File: src/rtl/regfile_scoreboard.sv
// regfile_scoreboard
//   Parametrised register file with a per-register busy (scoreboard) bit.
//   Decode reads operands and marks destinations busy. Writeback writes
//   data and clears busy. Issue logic checks read_busy_o for RAW hazards.
//
//   Optional feature (macro REGFILE_BYPASS_EN): same-cycle forwarding of
//   the writeback data and busy-clear to matching read ports. When the
//   macro is undefined, reads reflect stored state only.
//
// Ports:
//   clk_i            clock, rising edge
//   reset_ni         asynchronous active-low reset
//   read_addr_i      NREAD packed read addresses, port k at [k*AW +: AW]
//   read_data_o      NREAD packed read data, port k at [k*DATA_W +: DATA_W]
//   read_busy_o      busy flag of the addressed register, per port
//   write_i          writeback strobe
//   write_addr_i     writeback address
//   write_data_i     writeback data
//   set_busy_i       issue strobe, marks set_busy_addr_i pending
//   set_busy_addr_i  destination register being issued
//   flush_i          synchronous clear of all busy bits
//   any_busy_o       OR of stored busy bits
module regfile_scoreboard #(
  parameter int unsigned DATA_W   = 32,
  parameter int unsigned NREGS    = 32,
  parameter int unsigned NREAD    = 2,
  parameter int unsigned ZERO_REG = 1,
  localparam int unsigned AW      = $clog2(NREGS)
) (
  input  logic                    clk_i,
  input  logic                    reset_ni,
  input  logic [NREAD*AW-1:0]     read_addr_i,
  output logic [NREAD*DATA_W-1:0] read_data_o,
  output logic [NREAD-1:0]        read_busy_o,
  input  logic                    write_i,
  input  logic [AW-1:0]           write_addr_i,
  input  logic [DATA_W-1:0]       write_data_i,
  input  logic                    set_busy_i,
  input  logic [AW-1:0]           set_busy_addr_i,
  input  logic                    flush_i,
  output logic                    any_busy_o
);

  logic [DATA_W-1:0] mem_q [NREGS];
  logic [NREGS-1:0]  busy_q;
  logic [NREGS-1:0]  busy_d;
  logic              wr_en;
  logic              set_en;

  // Register 0 is read-only (and never busy) when ZERO_REG is set.
  function automatic logic writable(input logic [AW-1:0] a);
    return (ZERO_REG == 0) || (a != '0);
  endfunction

  assign wr_en  = write_i && writable(write_addr_i);
  assign set_en = set_busy_i && writable(set_busy_addr_i);

  always_ff @(posedge clk_i or negedge reset_ni) begin
    if (!reset_ni) begin
      for (int unsigned i = 0; i < NREGS; i++) begin
        mem_q[i] <= '0;
      end
    end else if (wr_en) begin
      mem_q[write_addr_i] <= write_data_i;
    end
  end

  // Order of assignments encodes priority: write clear < set_busy < flush.
  always_comb begin
    busy_d = busy_q;
    if (wr_en) begin
      busy_d[write_addr_i] = 1'b0;
    end
    if (set_en) begin
      busy_d[set_busy_addr_i] = 1'b1;
    end
    if (flush_i) begin
      busy_d = '0;
    end
  end

  always_ff @(posedge clk_i or negedge reset_ni) begin
    if (!reset_ni) begin
      busy_q <= '0;
    end else begin
      busy_q <= busy_d;
    end
  end

  // Outputs are forced to zero while reset is held so that a bypassed
  // write cannot leak through during reset.
  always_comb begin
    read_data_o = '0;
    read_busy_o = '0;
    if (reset_ni) begin
      for (int unsigned k = 0; k < NREAD; k++) begin
        read_data_o[k*DATA_W +: DATA_W] = mem_q[read_addr_i[k*AW +: AW]];
        read_busy_o[k]                  = busy_q[read_addr_i[k*AW +: AW]];
`ifdef REGFILE_BYPASS_EN
        if (wr_en && (read_addr_i[k*AW +: AW] == write_addr_i)) begin
          read_data_o[k*DATA_W +: DATA_W] = write_data_i;
          // A same-cycle issue to this register keeps it pending; flush is
          // deliberately not forwarded.
          read_busy_o[k] = set_busy_i && (set_busy_addr_i == write_addr_i);
        end
`endif
      end
    end
  end

  assign any_busy_o = |busy_q;

endmodule
File: config.mk
export PLATFORM = sky130hd
export DESIGN_NAME = regfile_scoreboard
export DESIGN_NICKNAME = d
export VERILOG_FILES = /design/src/rtl/regfile_scoreboard.sv
export SDC_FILE = /design/constraint.sdc
export NUM_CORES = 2
export LEC_CHECK = 0
export CORE_UTILIZATION = 35
export DETAILED_ROUTE_END_ITERATION = 6
export HOLD_SLACK_MARGIN = 0.05
export RECOVER_POWER = 50
export SLEW_MARGIN = 10
export SYNTH_ARGS = -nofsm -noshare
export SYNTH_HDL_FRONTEND = slang
export SYNTH_SLANG_ARGS = --single-unit
export TNS_END_PERCENT = 100
File: constraint.sdc
create_clock -name clk_i -period 3.05 [get_ports clk_i]
set_input_delay 0.915 -clock clk_i [delete_from_list [all_inputs] [get_ports clk_i]]
set_output_delay 0.915 -clock clk_i [all_outputs]
set_load 0.02 [all_outputs]
==> run metrics <==
Vias/cell 5.94; violated checks max-capacitance violations, max-slew violations, negative setup slack; WL met1 86.4 mm; drt wl/cell roughly 32 microns; clock sinks 1056; Clk Latency, worst-skew pair 0.74 ns; endpoint class of the critical path output port; sequential fraction of the synthesis area 0.467; overall routing resource usage 0.255; maximum VDD drop 0.000449 V; Min Clock Period, post-route 3.74 ns; vias in the first global route 40300; Top Metal Used met5; Min-Delay Path Class in -> async; CP required 2.13 ns; HPWL after DPL 136 mm; largest family of logic cells by synthesized area multiplexers; clock tree buffer depth 3; critical path cell sequence buf_16 -> buf_12 -> buf_12 -> buf_8 -> mux4_2 -> mux2_4 -> o221ai_4 -> a31oi_4 -> buf_6 -> buf_6; Total Power 43.0 mW; top cells by area, synth dfrtp_1 (47%), mux2_2 (21%), mux4_2 (18%), mux2i_1 (2.3%), clkbuf_1 (1.5%); antenna-violating nets left 0; area delta synth->final 30.7%; Yosys warnings 0; global-route wire length before repair roughly 300 mm; CP Class in -> out; cell count after placement 6141; Post-Synthesis Cell Area between 50000 and 60000 sq um; crit path max-delay cell type mux4_2; Slew Limit Headroom -0.179; Synth Area in Adders 0; initial antenna violation count 10; Synth Area in Simple Gates 0.0156; cell taking the most area after synthesis dfrtp_1; Post-Route WL 207 mm; global route total overflow 0; Post-Synth XOR/XNOR Area 0; RSZ-0062 raised after global routing true; Synth top area share 0.467; delay of the slowest critical-path stage 0.49 ns; final setup margin -0.688 ns; Worst-Margin Slew 1.77 ns; WP data arrival 2.82 ns; Initial Util 0.352; Pwr Density between 500 and 600 nW/um^2; CTS tree done; CP Launch Type input port; outcome finished with violations; endpoints failing hold 0; drt pass-1 iters 7; H-tree depth 3; Die W approximately 400 microns; FP Rows 147; number of synthesized flops with an enable pin 0; CTS clk-pin slew, worst paths 0.07 ns; Tcrit/Tclk final 1.23; family with the most delay on the worst path buffers and inverters; # setup viols final 66; # DRC 0; routed wl met3 14.5 mm; leakage power 31.5 nW; largest net degree at the start of global routing 67; Final Max Tran Viols 189; Port Buf Inserts about 120; Finished Layout Cells between 6000 and 7000; Yosys cell types 44; RePlAce Congestion 0.856; DR vias 38600; most used flip-flop cell after synthesis dfrtp_1; Avg Inst Size Synth between 15 and 20 sq um; die area ~160000 sq um; share of layout cells above drive strength 1 0.636; achievable frequency 0.268 GHz; #FFs+latches synth 1056; Crit Path Max Fanout 6; DIE HEIGHT 404 microns; DR WL met2 roughly 97 mm; Util after Layout 0.460; Num CTS Buffers 114; Post-Syn Nets 3807; max_cap viols 6; Cells after Synth 3750; ys async rst share 1.00; Synth Area in Compound Gates 0.0445; skew final 0 ns; final net count between 4000 and 5000; mux cell area share after synthesis 0.431; Core Footprint 161000 sq um; Worst Path Buf+Inv 6; DRT iter0 DRCs 3106; CTS Root Cell clkbuf_16; Ports 124
[cells in the mapped netlist, types with 4 or more instances]
library cell and count:
mux2_2 1079, dfrtp_1 1056, mux4_2 459, clkbuf_1 221
mux2i_1 132, buf_2 131, a22oi_1 81, a31oi_1 66
o221ai_1 66, nand2_1 63, buf_4 49, a221oi_1 48
o21ai_1 48, mux2_1 45, nor2_1 37, buf_6 29
o2111ai_1 18, nand2b_1 17, buf_1 13, a21oi_1 12
nor2b_1 12, and2_1 11, nor4_1 8, nand3_1 6
and3_1 4, and3b_1 4, buf_12 4, nand4_1 4
[flip-flops by register name, summed over array words and instances, names as in the netlist]
signal / flops
busy_q: 32
mem_q: 1024
[power breakdown]
| group | switching (mW) | internal (mW) |
|---|---|---|
| Sequential | 1.90 | 16.6 |
| Combinational | 4.23 | 6.10 |
| Clock | 5.96 | 8.22 |
| Total | 12.1 | 30.9 |
[final cells by class]
type	count	area [sq um]
antenna	3	7.51
clock buffer	179	3530
inverter	3	30.0
multi-input combinational	2241	31000
timing repair buffer	833	9970
clock inverter	29	262
fill	13800	86600
tap	2160	2700
sequential	1056	26400
[kinds of logic (layout without fill, tap and decap cells)]
family                 count (synthesis)  count (layout)
AOI/OAI and AO/OA                    344             344
buffers and inverters                454            1044
DFF                                 1056            1056
muxes                               1718            1718
other                                  0               3
and+or+nand+nor                      178             179
[placed cells by master (no fill, tap or decap), drive strengths merged, types with 3 or more instances in the layout]
| cell type | netlist | layout |
|---|---|---|
| dfrtp | 1056 | 1056 |
| or2 | 3 | 3 |
| nor4 | 8 | 8 |
| mux2i | 132 | 132 |
| o2111ai | 18 | 18 |
| a221oi | 48 | 48 |
| a32oi | 3 | 3 |
| bufinv | 0 | 4 |
| mux2 | 1124 | 1124 |
| and2 | 11 | 11 |
| a21oi | 12 | 12 |
| a22oi | 81 | 81 |
| o21ai | 49 | 49 |
| nand4 | 4 | 4 |
| buf | 228 | 728 |
| mux4 | 462 | 462 |
| inv | 3 | 4 |
| nor2b | 12 | 12 |
| clkinv | 0 | 22 |
| and3b | 4 | 4 |
| nor2 | 37 | 38 |
| nand2 | 63 | 63 |
| diode | 0 | 3 |
| o221ai | 66 | 66 |
| nand2b | 17 | 17 |
| clkbuf | 223 | 238 |
| a31oi | 66 | 66 |
| clkdlybuf4s50 | 0 | 45 |
| and3 | 4 | 4 |
| nand3 | 6 | 6 |
[metal layers]
layer / vias to the layer above / GRT usage
li1: 15700 / -
met1: 21000 / 0.345
met2: 1480 / 0.401
met3: 486 / 0.0490
met4: 10 / 0.109
met5: - / 0
[final timing paths]
kind	from	endpoint	slack, ns	depth (start not counted)
hold / removal	reset_ni	mem_q[897]	0.39	2
setup reg to reg	busy_q[2]	busy_q[2]	2.10	3
min in group clk_i	mem_q[1003]	mem_q[1003]	0.40	0
max in group asynchronous	reset_ni	mem_q[508]	0.44	3
setup / recovery	read_addr_i[6]	read_busy_o[1]	-0.69	10
hold reg to reg	mem_q[1003]	mem_q[1003]	0.40	0
[stage by stage]
stage | hold slack (ns) | cell area [sq um] | worst slack, ns | setup TNS (ns)
after global placement | 0.376 | 65700 | -1.32 | -96.71
after CTS | 0.329 | 73500 | -0.704 | -38.29
final | 0.388 | 73900 | -0.688 | -38.38
after detailed placement | 0.384 | 65700 | -1.31 | -98.51
after global routing | 0.353 | 73900 | -0.714 | -39.95
after floorplan | 0.441 | 57900 | -0.172 | -10.08
[repair_timing]
action | 4_1_cts | 5_1_grt
hold buffers | 1 | 0
gates resized for setup | 605 | 134
setup buffers | 115 | 33
gates cloned | 21 | 1
endpoints found under the setup margin | 67 | 67
hold endpoints to repair | 1 | 0
pin swaps | 87 | 59
Power figures use the tool's default switching activity.
